**src/rtl/inst_queue.sv**
```systemverilog
// Instruction queue between the Icache response port and ID decode: a DEPTH-entry
// first-word-fall-through FIFO of {pc, inst} with same-cycle bypass and a post-flush kill window.
module inst_queue #(
   parameter int DEPTH       = 4,
   parameter int XLEN        = 32,
   parameter bit BYPASS      = 1'b1,
   parameter int AFULL_TH    = DEPTH - 1,
   parameter int KILL_CYCLES = 1
) (
   input  logic                       clk,
   input  logic                       rst_n,
   input  logic                       Icache_ready_i,
   input  logic [31:0]                Icache_inst_i,
   input  logic [XLEN-1:0]            Icache_pc_i,
   input  logic                       fc_stall_id_i,
   input  logic                       fc_flush_id_i,
   output logic                       iq_valid_o,
   output logic [31:0]                iq_inst_o,
   output logic [XLEN-1:0]            iq_pc_o,
   output logic [$clog2(DEPTH+1)-1:0] iq_count_o,
   output logic                       iq_full_o,
   output logic                       iq_afull_o,
   output logic                       iq_overflow_o
);

   localparam int PW = $clog2(DEPTH);
   localparam int CW = $clog2(DEPTH + 1);
   localparam logic [CW-1:0] DEPTH_C = CW'(DEPTH);
   localparam logic [CW-1:0] AFULL_C = CW'(AFULL_TH);
   localparam logic [2:0]    KILL_C  = 3'(KILL_CYCLES);

   logic [31:0]     mem_inst [DEPTH];
   logic [XLEN-1:0] mem_pc   [DEPTH];
   logic [PW-1:0]   wr_ptr, rd_ptr;
   logic [CW-1:0]   count, count_d;
   logic [2:0]      kill_cnt;
   logic            full_q, afull_q, ovf_q;

   logic kill, acc, has, byp, valid, pop, push, ovf_set;

   always_comb begin
      kill    = (kill_cnt != 3'd0);
      acc     = Icache_ready_i & ~fc_flush_id_i & ~kill;
      has     = (count != '0);
      byp     = BYPASS & ~has & acc & ~fc_stall_id_i;
      valid   = ~fc_flush_id_i & (has | byp);
      pop     = valid & ~fc_stall_id_i & has;
      push    = acc & ~byp & ((count < DEPTH_C) | pop);
      ovf_set = acc & ~byp & (count == DEPTH_C) & ~pop;
      count_d = fc_flush_id_i ? '0 : count + CW'(push) - CW'(pop);
   end

   // Head is read only while count > 0, so the unreset array never leaks to the outputs.
   always_comb begin
      iq_valid_o = valid;
      iq_inst_o  = '0;
      iq_pc_o    = '0;
      if (valid) begin
         iq_inst_o = has ? mem_inst[rd_ptr] : Icache_inst_i;
         iq_pc_o   = has ? mem_pc[rd_ptr]   : Icache_pc_i;
      end
   end

   always_ff @(posedge clk) begin
      if (push) begin
         mem_inst[wr_ptr] <= Icache_inst_i;
         mem_pc[wr_ptr]   <= Icache_pc_i;
      end
   end

   always_ff @(posedge clk or negedge rst_n) begin
      if (!rst_n) begin
         wr_ptr   <= '0;
         rd_ptr   <= '0;
         count    <= '0;
         kill_cnt <= 3'd0;
         full_q   <= 1'b0;
         afull_q  <= 1'b0;
         ovf_q    <= 1'b0;
      end else begin
         count   <= count_d;
         full_q  <= (count_d == DEPTH_C);
         afull_q <= (count_d >= AFULL_C);
         if (ovf_set) ovf_q <= 1'b1;
         if (fc_flush_id_i) begin
            wr_ptr   <= '0;
            rd_ptr   <= '0;
            kill_cnt <= KILL_C;
         end else begin
            if (push) wr_ptr <= wr_ptr + 1'b1;
            if (pop)  rd_ptr <= rd_ptr + 1'b1;
            if (kill) kill_cnt <= kill_cnt - 3'd1;
         end
      end
   end

   assign iq_count_o    = count;
   assign iq_full_o     = full_q;
   assign iq_afull_o    = afull_q;
   assign iq_overflow_o = ovf_q;

endmodule

```
**config.mk**
```make
export PLATFORM = sky130hd
export DESIGN_NAME = inst_queue
export DESIGN_NICKNAME = d
export VERILOG_FILES = /design/src/rtl/inst_queue.sv
export SDC_FILE = /design/constraint.sdc
export NUM_CORES = 1
export LEC_CHECK = 0
export CELL_PAD_IN_SITES_DETAIL_PLACEMENT = 0
export CELL_PAD_IN_SITES_GLOBAL_PLACEMENT = 2
export CORE_MARGIN = 4
export CORE_UTILIZATION = 46
export CTS_BUF_LIST = sky130_fd_sc_hd__clkbuf_8 sky130_fd_sc_hd__clkbuf_16
export DETAILED_ROUTE_END_ITERATION = 10
export GPL_TIMING_DRIVEN = 0
export PLACE_DENSITY_LB_ADDON = 0.08
export SLEW_MARGIN = 20
export SYNTH_ARGS = -nofsm -noshare
export SYNTH_HDL_FRONTEND = slang
export SYNTH_SLANG_ARGS = --single-unit
export TNS_END_PERCENT = 5
```
**constraint.sdc**
```tcl
create_clock -name clk -period 8.3 [get_ports clk]
set_clock_uncertainty 0.15 [all_clocks]
set_input_delay 1.66 -clock clk [delete_from_list [all_inputs] [get_ports clk]]
set_output_delay 1.66 -clock clk [all_outputs]
set_load 0.05 [all_outputs]
```
==> results.ini, run 1 <==
[cts]
ctsLongestPathBuffers=3
cts_tree=yes
clock_latency_ns=0.52
numCtsBuffers=28
tritoncts_num_sinks=269
cts.reportedPaths.clkPinSlew_ns=0.06
cts_setup_buffers=0
ctsResizeCount=0
root_buffer=sky130_fd_sc_hd__clkbuf_16
htree_num_levels=1
post_cts_hold_buffer_count=0

[run_status]
run_status=completed

[global_routing]
antenna_found_initial=0
gr-usage-all-layers=0.167
overflow=0
number_of_global_route_vias_before_repair=5999
grt_pass1_wl_um=33800
grt_start_max_net_pins=41

[timing]
hold_viol=0
finalWorstPathRequiredPeriod_ns=6.07
setup_viol=0
rsz0062_at_grt=false
worst_pin_slew_ns=0.985
finalSetupTns_ns=0
timing.final.max_slew_violations=0
slew_headroom=0.341
period_share=0.731
max_freq_ghz=0.165
worst_slack_ns=2.23

[synthesis]
number_of_enable_flip_flop_cells_after_synthesis=256
synth_top_family_by_area=multiplexers
netlist-cell-type-count=35
synth.avg_cell_area_um2=21.8
post_synth_xor_area_fraction=0.00294
synth_ff_type=sky130_fd_sc_hd__edfxtp_1
synth_sequential_area_ratio=0.753
synthesis.nets=567
post_synth_main_area_contributors=sky130_fd_sc_hd__edfxtp_1, sky130_fd_sc_hd__mux4_2, sky130_fd_sc_hd__a22o_1, sky130_fd_sc_hd__dfrtp_1, sky130_fd_sc_hd__ha_1
yosys.area_share.adder=0.0113
yosysWarnings=0
yosys_register_bits=269
synthesis.instances=489
synth_top_cell_by_area=sky130_fd_sc_hd__edfxtp_1
synth-compound-area-share=0.0592
synthesis.area_um2=10600
yosys-mux-area-fraction=0.136
synth_top_cell_area_share=0.723
synth_async_sr_flop_share=0.0483
synth-simple-area-share=0.0161
synth.most_common_cell=sky130_fd_sc_hd__edfxtp_1
ys_top_cells_by_count=sky130_fd_sc_hd__edfxtp_1, sky130_fd_sc_hd__a22o_1, sky130_fd_sc_hd__mux4_2

[routing]
detail_route.drc_violations=0
ant_nets=0
iteration_count_of_the_initial_detailed_routing_pass=4
routed_wl_um=21500
route.vias.total=5503
detail_route.vias_per_cell=5.70
routed_wire_length_per_instance_um=22.3
drt_iter0_drc=325

[floorplanning]
die-height_um=160
fp.dieArea_um2=25600
die_extent_in_x_um=160
core_area_um2=22700
initial_core_util=0.468
rows=55
design.portCount=140

[placement]
detailedPlacementHpwl_um=13300
io_buffer_count=137
dp.cells=915
finalWeightedCongestion=0.706
detailedPlace.worstSlack_ns=2.14

[worst_hold_path]
hold_path.class=flop to flop

[setup_path]
crit_arrival_ns=4.26
crit_type=primary input to output pin
category_of_the_worst_setup_path_capture_point=output pin
worst-path-max-fanout=10
worst_ep_required_time_ns=6.49
crit_path_start_kind=primary input

[power_and_ir_drop]
cellLeakagePower_nw=4.33
power.total_w=0.00379
power.density_nw_per_um2=285
vdd_ir_drop_max_v=0.000183

[final_layout]
post_route_cells_drive_above_1_share=0.193
syn2layout_area_growth_pct=25.0
layout.cells.non_filler=965
number_of_fill_cells=1710
finalCoreUtilization=0.585
antenna_cells=0
finalNetCount=738

[run]
max_cap_viol_count=0

## placed cells by master, fill, tap and decap left out, types with 4 or more instances in the layout
| master | instances |
|---|---|
| sky130_fd_sc_hd__clkinv_1 | 9 |
| sky130_fd_sc_hd__edfxtp_1 | 256 |
| sky130_fd_sc_hd__clkbuf_1 | 13 |
| sky130_fd_sc_hd__dfrtp_1 | 13 |
| sky130_fd_sc_hd__nor2_1 | 9 |
| sky130_fd_sc_hd__and2_4 | 4 |
| sky130_fd_sc_hd__a22o_1 | 64 |
| sky130_fd_sc_hd__clkinv_2 | 5 |
| sky130_fd_sc_hd__buf_2 | 11 |
| sky130_fd_sc_hd__mux4_2 | 64 |
| sky130_fd_sc_hd__ha_1 | 8 |
| sky130_fd_sc_hd__a21oi_1 | 4 |
| sky130_fd_sc_hd__buf_12 | 4 |
| sky130_fd_sc_hd__clkbuf_16 | 29 |
| sky130_fd_sc_hd__buf_6 | 6 |
| sky130_fd_sc_hd__inv_1 | 15 |
| sky130_fd_sc_hd__clkdlybuf4s50_1 | 137 |
## per-layer routing
metal | vias to the layer above | share of wire | global-route usage
met5 | - | 0 | 0
met4 | 0 | 0.012 | 0.0379
met3 | 20 | 0.062 | 0.0315
met2 | 170 | 0.50 | 0.278
met1 | 2896 | 0.42 | 0.232
li1 | 2417 | - | -
## registers in the layout, summed over array words and instances (netlist names)
signal,cells
iq_afull_o,1
iq_count_o,3
iq_full_o,1
iq_overflow_o,1
kill_cnt,3
mem_inst,128
mem_pc,128
rd_ptr,2
wr_ptr,2
## worst paths after layout
check / start / endpoint / slack [ns] / cells past startpoint
worst max register to register: kill_cnt[0] / iq_afull_o / 5.21 / 15
max in group asynchronous: rst_n / rd_ptr[0] / 6.24 / 1
worst min-delay path: iq_overflow_o / iq_overflow_o / 0.35 / 1
worst min register to register: iq_overflow_o / iq_overflow_o / 0.35 / 1
worst max-delay path: fc_flush_id_i / iq_pc_o[16] / 2.23 / 5
min in group asynchronous: rst_n / iq_afull_o / 1.37 / 1
## power breakdown
group,internal [W],total (W),switching [W]
combinational,0.000457,0.00110,0.000644
sequential,0.00153,0.00155,0.0000206
clock,0.000655,0.00113,0.000475
## logic make-up after synthesis
family,count (synthesis)
AOI/OAI and AO/OA,74
and+or+nand+nor,29
buffers and inverters,41
muxes,65
xor gates and xnor gates,2
DFF,269
adders and majority gates,9
## critical path, stage by stage
cell and delay [ns]:
sky130_fd_sc_hd__clkbuf_1 0.18, sky130_fd_sc_hd__nor2_1 0.80, sky130_fd_sc_hd__clkbuf_1 0.53, sky130_fd_sc_hd__a22o_1 0.26, sky130_fd_sc_hd__clkdlybuf4s50_1 0.82
## final cells by class
| class | count | area (um^2) | area share |
|---|---|---|---|
| sequential | 269 | 8010 | 0.603 |
| multi-input combinational | 179 | 2410 | 0.182 |
| timing repair buffer | 141 | 1450 | 0.109 |
| clock buffer | 29 | 726 | 0.0546 |
| tap | 285 | 357 | 0.0268 |
| buffer | 32 | 186 | 0.0140 |
| clock inverter | 21 | 111 | 0.00838 |
| inverter | 9 | 33.8 | 0.00254 |
## stage by stage
step / instance area, um^2 / hold WS, ns
final: 13300 / 0.345
after global routing: 13300 / 0.367
after CTS: 13300 / 0.355
after detailed placement: 12500 / 0.341
after global placement: 12400 / 0.335
after floorplan: 10600 / 0.330
Power figures use the tool's default switching activity.
==> inputs of run 2 (changes only) <==
Settings changed: CORE_UTILIZATION 46 to 42.
Clock period 8.3 ns to 5.9 ns, I/O delays scaled along.
==> run 2 against run 1 <==
Count of clock-buffer cells in the layout stayed put. Flip-flop and latch count stayed put. First-iteration DRC count is 20% higher. Hold slack better by 0.011 ns. Worst setup slack worse by 1.5 ns. Wire length is 4.9% higher. Die area is 9.0% higher. Largest cell class unchanged. Highest routed layer unchanged.
==> results.ini, run 2 (synthesis results as in run 1) <==
[placement]
finalWeightedCongestion=0.672  ; -4.9%
detailedPlacementHpwl_um=14000  ; +5.0%
io_buffer_count=137  ; unchanged
dp.cells=954  ; +4.3%

[floorplanning]
core_area_um2=24600  ; +8.3%
initial_core_util=0.432  ; -0.0361
rows=57  ; +3.6%
fp.dieArea_um2=27900  ; +9.0%
die-height_um=167  ; +4.4%
design.portCount=140  ; unchanged
die_extent_in_x_um=167  ; +4.4%

[global_routing]
grt_start_max_net_pins=38  ; -7.3%
number_of_global_route_vias_before_repair=6037  ; +0.63%
grt_pass1_wl_um=35100  ; +3.8%
antenna_found_initial=0  ; unchanged
overflow=0  ; unchanged
gr-usage-all-layers=0.160  ; -0.00679

[timing]
hold_viol=0  ; unchanged
max_freq_ghz=0.194
worst_pin_slew_ns=1.06  ; +0.0776 ns
period_share=0.874
finalSetupTns_ns=0  ; unchanged
rsz0062_at_grt=false
finalWorstPathRequiredPeriod_ns=5.16
slew_headroom=0.289  ; -0.0519
setup_viol=0  ; unchanged
timing.final.max_slew_violations=0  ; unchanged

[cts]
root_buffer=sky130_fd_sc_hd__clkbuf_16
cts.reportedPaths.clkPinSlew_ns=0.06  ; about the same
cts_tree=yes
ctsLongestPathBuffers=3  ; unchanged
htree_num_levels=1  ; unchanged
post_cts_hold_buffer_count=0  ; unchanged
cts_setup_buffers=0  ; unchanged
numCtsBuffers=29  ; +3.6%
ctsResizeCount=0  ; unchanged
tritoncts_num_sinks=269  ; unchanged
clock_latency_ns=0.52  ; about the same

[run]
max_cap_viol_count=0  ; unchanged

[power_and_ir_drop]
vdd_ir_drop_max_v=0.000229  ; +25%
cellLeakagePower_nw=4.40  ; +1.5%
power.density_nw_per_um2=411  ; +44%

[routing]
detail_route.drc_violations=0  ; unchanged
route.vias.total=5462  ; -0.75%
ant_nets=0  ; unchanged
routed_wire_length_per_instance_um=22.5  ; +0.68%
drt_iter0_drc=391  ; +20%
iteration_count_of_the_initial_detailed_routing_pass=4  ; unchanged
detail_route.vias_per_cell=5.43  ; -4.7%
routed_wl_um=22600  ; +4.9%

[setup_path]
worst-r2r-cell-count=15  ; unchanged
r2r-start=kill_cnt[0]
worst-path-max-fanout=10  ; unchanged
crit_path_start_kind=primary input
crit_type=primary input to output pin
crit_arrival_ns=3.83  ; -0.43 ns
category_of_the_worst_setup_path_capture_point=output pin
worst_ep_required_time_ns=4.57  ; -1.92 ns
register_to_register_setup_slack_ns=2.78  ; -2.43 ns
regToRegEndpoint=iq_afull_o

[final_layout]
post_route_cells_drive_above_1_share=0.197  ; +0.00412
layout.cells.non_filler=1005  ; +4.1%
finalCoreUtilization=0.548  ; -0.0377
finalNetCount=739  ; +0.14%
syn2layout_area_growth_pct=26.7
antenna_cells=0  ; unchanged
layout.cells.most_common=sky130_fd_sc_hd__edfxtp_1
biggestRegsByFlops=mem_inst: 128 flops, mem_pc: 128 flops
final_cell_mix=sky130_fd_sc_hd__edfxtp_1, sky130_fd_sc_hd__clkdlybuf4s50_1, sky130_fd_sc_hd__mux4_2, sky130_fd_sc_hd__a22o_1, sky130_fd_sc_hd__clkbuf_16

[worst_hold_path]
hold_path.startpoint=iq_overflow_o
hold_path.class=flop to flop
hold_depth=1  ; unchanged
worstHoldEndpoint=iq_overflow_o

[run_status]
run_status=completed

[run 2: changes by cell type in the layout (fill, tap and decap cells not counted), moves of 2 or more]
cell	previous run	this run
sky130_fd_sc_hd__buf_12	4	1
sky130_fd_sc_hd__buf_16	0	3
sky130_fd_sc_hd__bufinv_16	1	5
sky130_fd_sc_hd__clkinv_1	9	6
sky130_fd_sc_hd__clkinv_2	5	3
[run 2: layout make-up]
type / count / area (um^2)
inverters: 9 / 33.8
plain buffers: 32 / 186
flip-flops and latches: 269 / 8010
well taps: 324 / 405
repair buffers: 141 / 1470
fillers: 1959 / 11100
clock buffers: 29 / 726
multi-input cells: 179 / 2410
clock inverters: 22 / 223
[run 2: worst max-delay path by stage]
| stage | start | end | slack [ns] | cells after the start |
|---|---|---|---|---|
| floorplan | fc_flush_id_i | mem_inst[0][0] | 1.96 | 5 |
| global placement | Icache_ready_i | mem_inst[3][7] | 0.29 | 5 |
| detailed placement | fc_flush_id_i | iq_inst_o[16] | 0.67 | 5 |
| CTS | fc_flush_id_i | iq_inst_o[16] | 0.66 | 5 |
| global route | fc_flush_id_i | iq_inst_o[12] | 0.55 | 5 |
| finish | fc_flush_id_i | iq_inst_o[29] | 0.74 | 5 |
[run 2: worst max-delay path, cell delays in order]
cell                              delay [ns]
sky130_fd_sc_hd__clkbuf_1               0.18
sky130_fd_sc_hd__nor2_1                 0.86
sky130_fd_sc_hd__clkbuf_1               0.52
sky130_fd_sc_hd__a22o_1                 0.26
sky130_fd_sc_hd__clkdlybuf4s50_1        0.82
[run 2: per-layer routing]
| metal | track usage | vias up | share of wire |
|---|---|---|---|
| met5 | 0 | - | 0 |
| met1 | 0.233 | 2866 | 0.45 |
| met3 | 0.0311 | 31 | 0.047 |
| met2 | 0.256 | 135 | 0.49 |
| met4 | 0.0335 | 0 | 0.017 |
| li1 | - | 2430 | - |
[run 2: metrics by stage]
step	setup slack (ns)	hold WS, ns	area [um^2]	total power, W
after global routing	0.550	0.385	13500	0.00577
after floorplan	1.96	0.330	10600	0.00331
after detailed placement	0.666	0.337	12500	0.00381
after CTS	0.661	0.357	13500	0.00562
final	0.744	0.356	13500	0.00554
after global placement	0.293	0.341	12400	0.00379
[run 2: power by group]
part	internal (W)	switching (W)
clock network	0.00110	0.000688
registers	0.00216	0.0000298
logic	0.000644	0.000918
total	0.00390	0.00164
==> inputs of run 3 (changes only) <==
Settings changed: CTS_CLUSTER_DIAMETER set to 100.
==> results of run 3 <==
No change in the layout: final DEF, timing and power equal those of run 2.
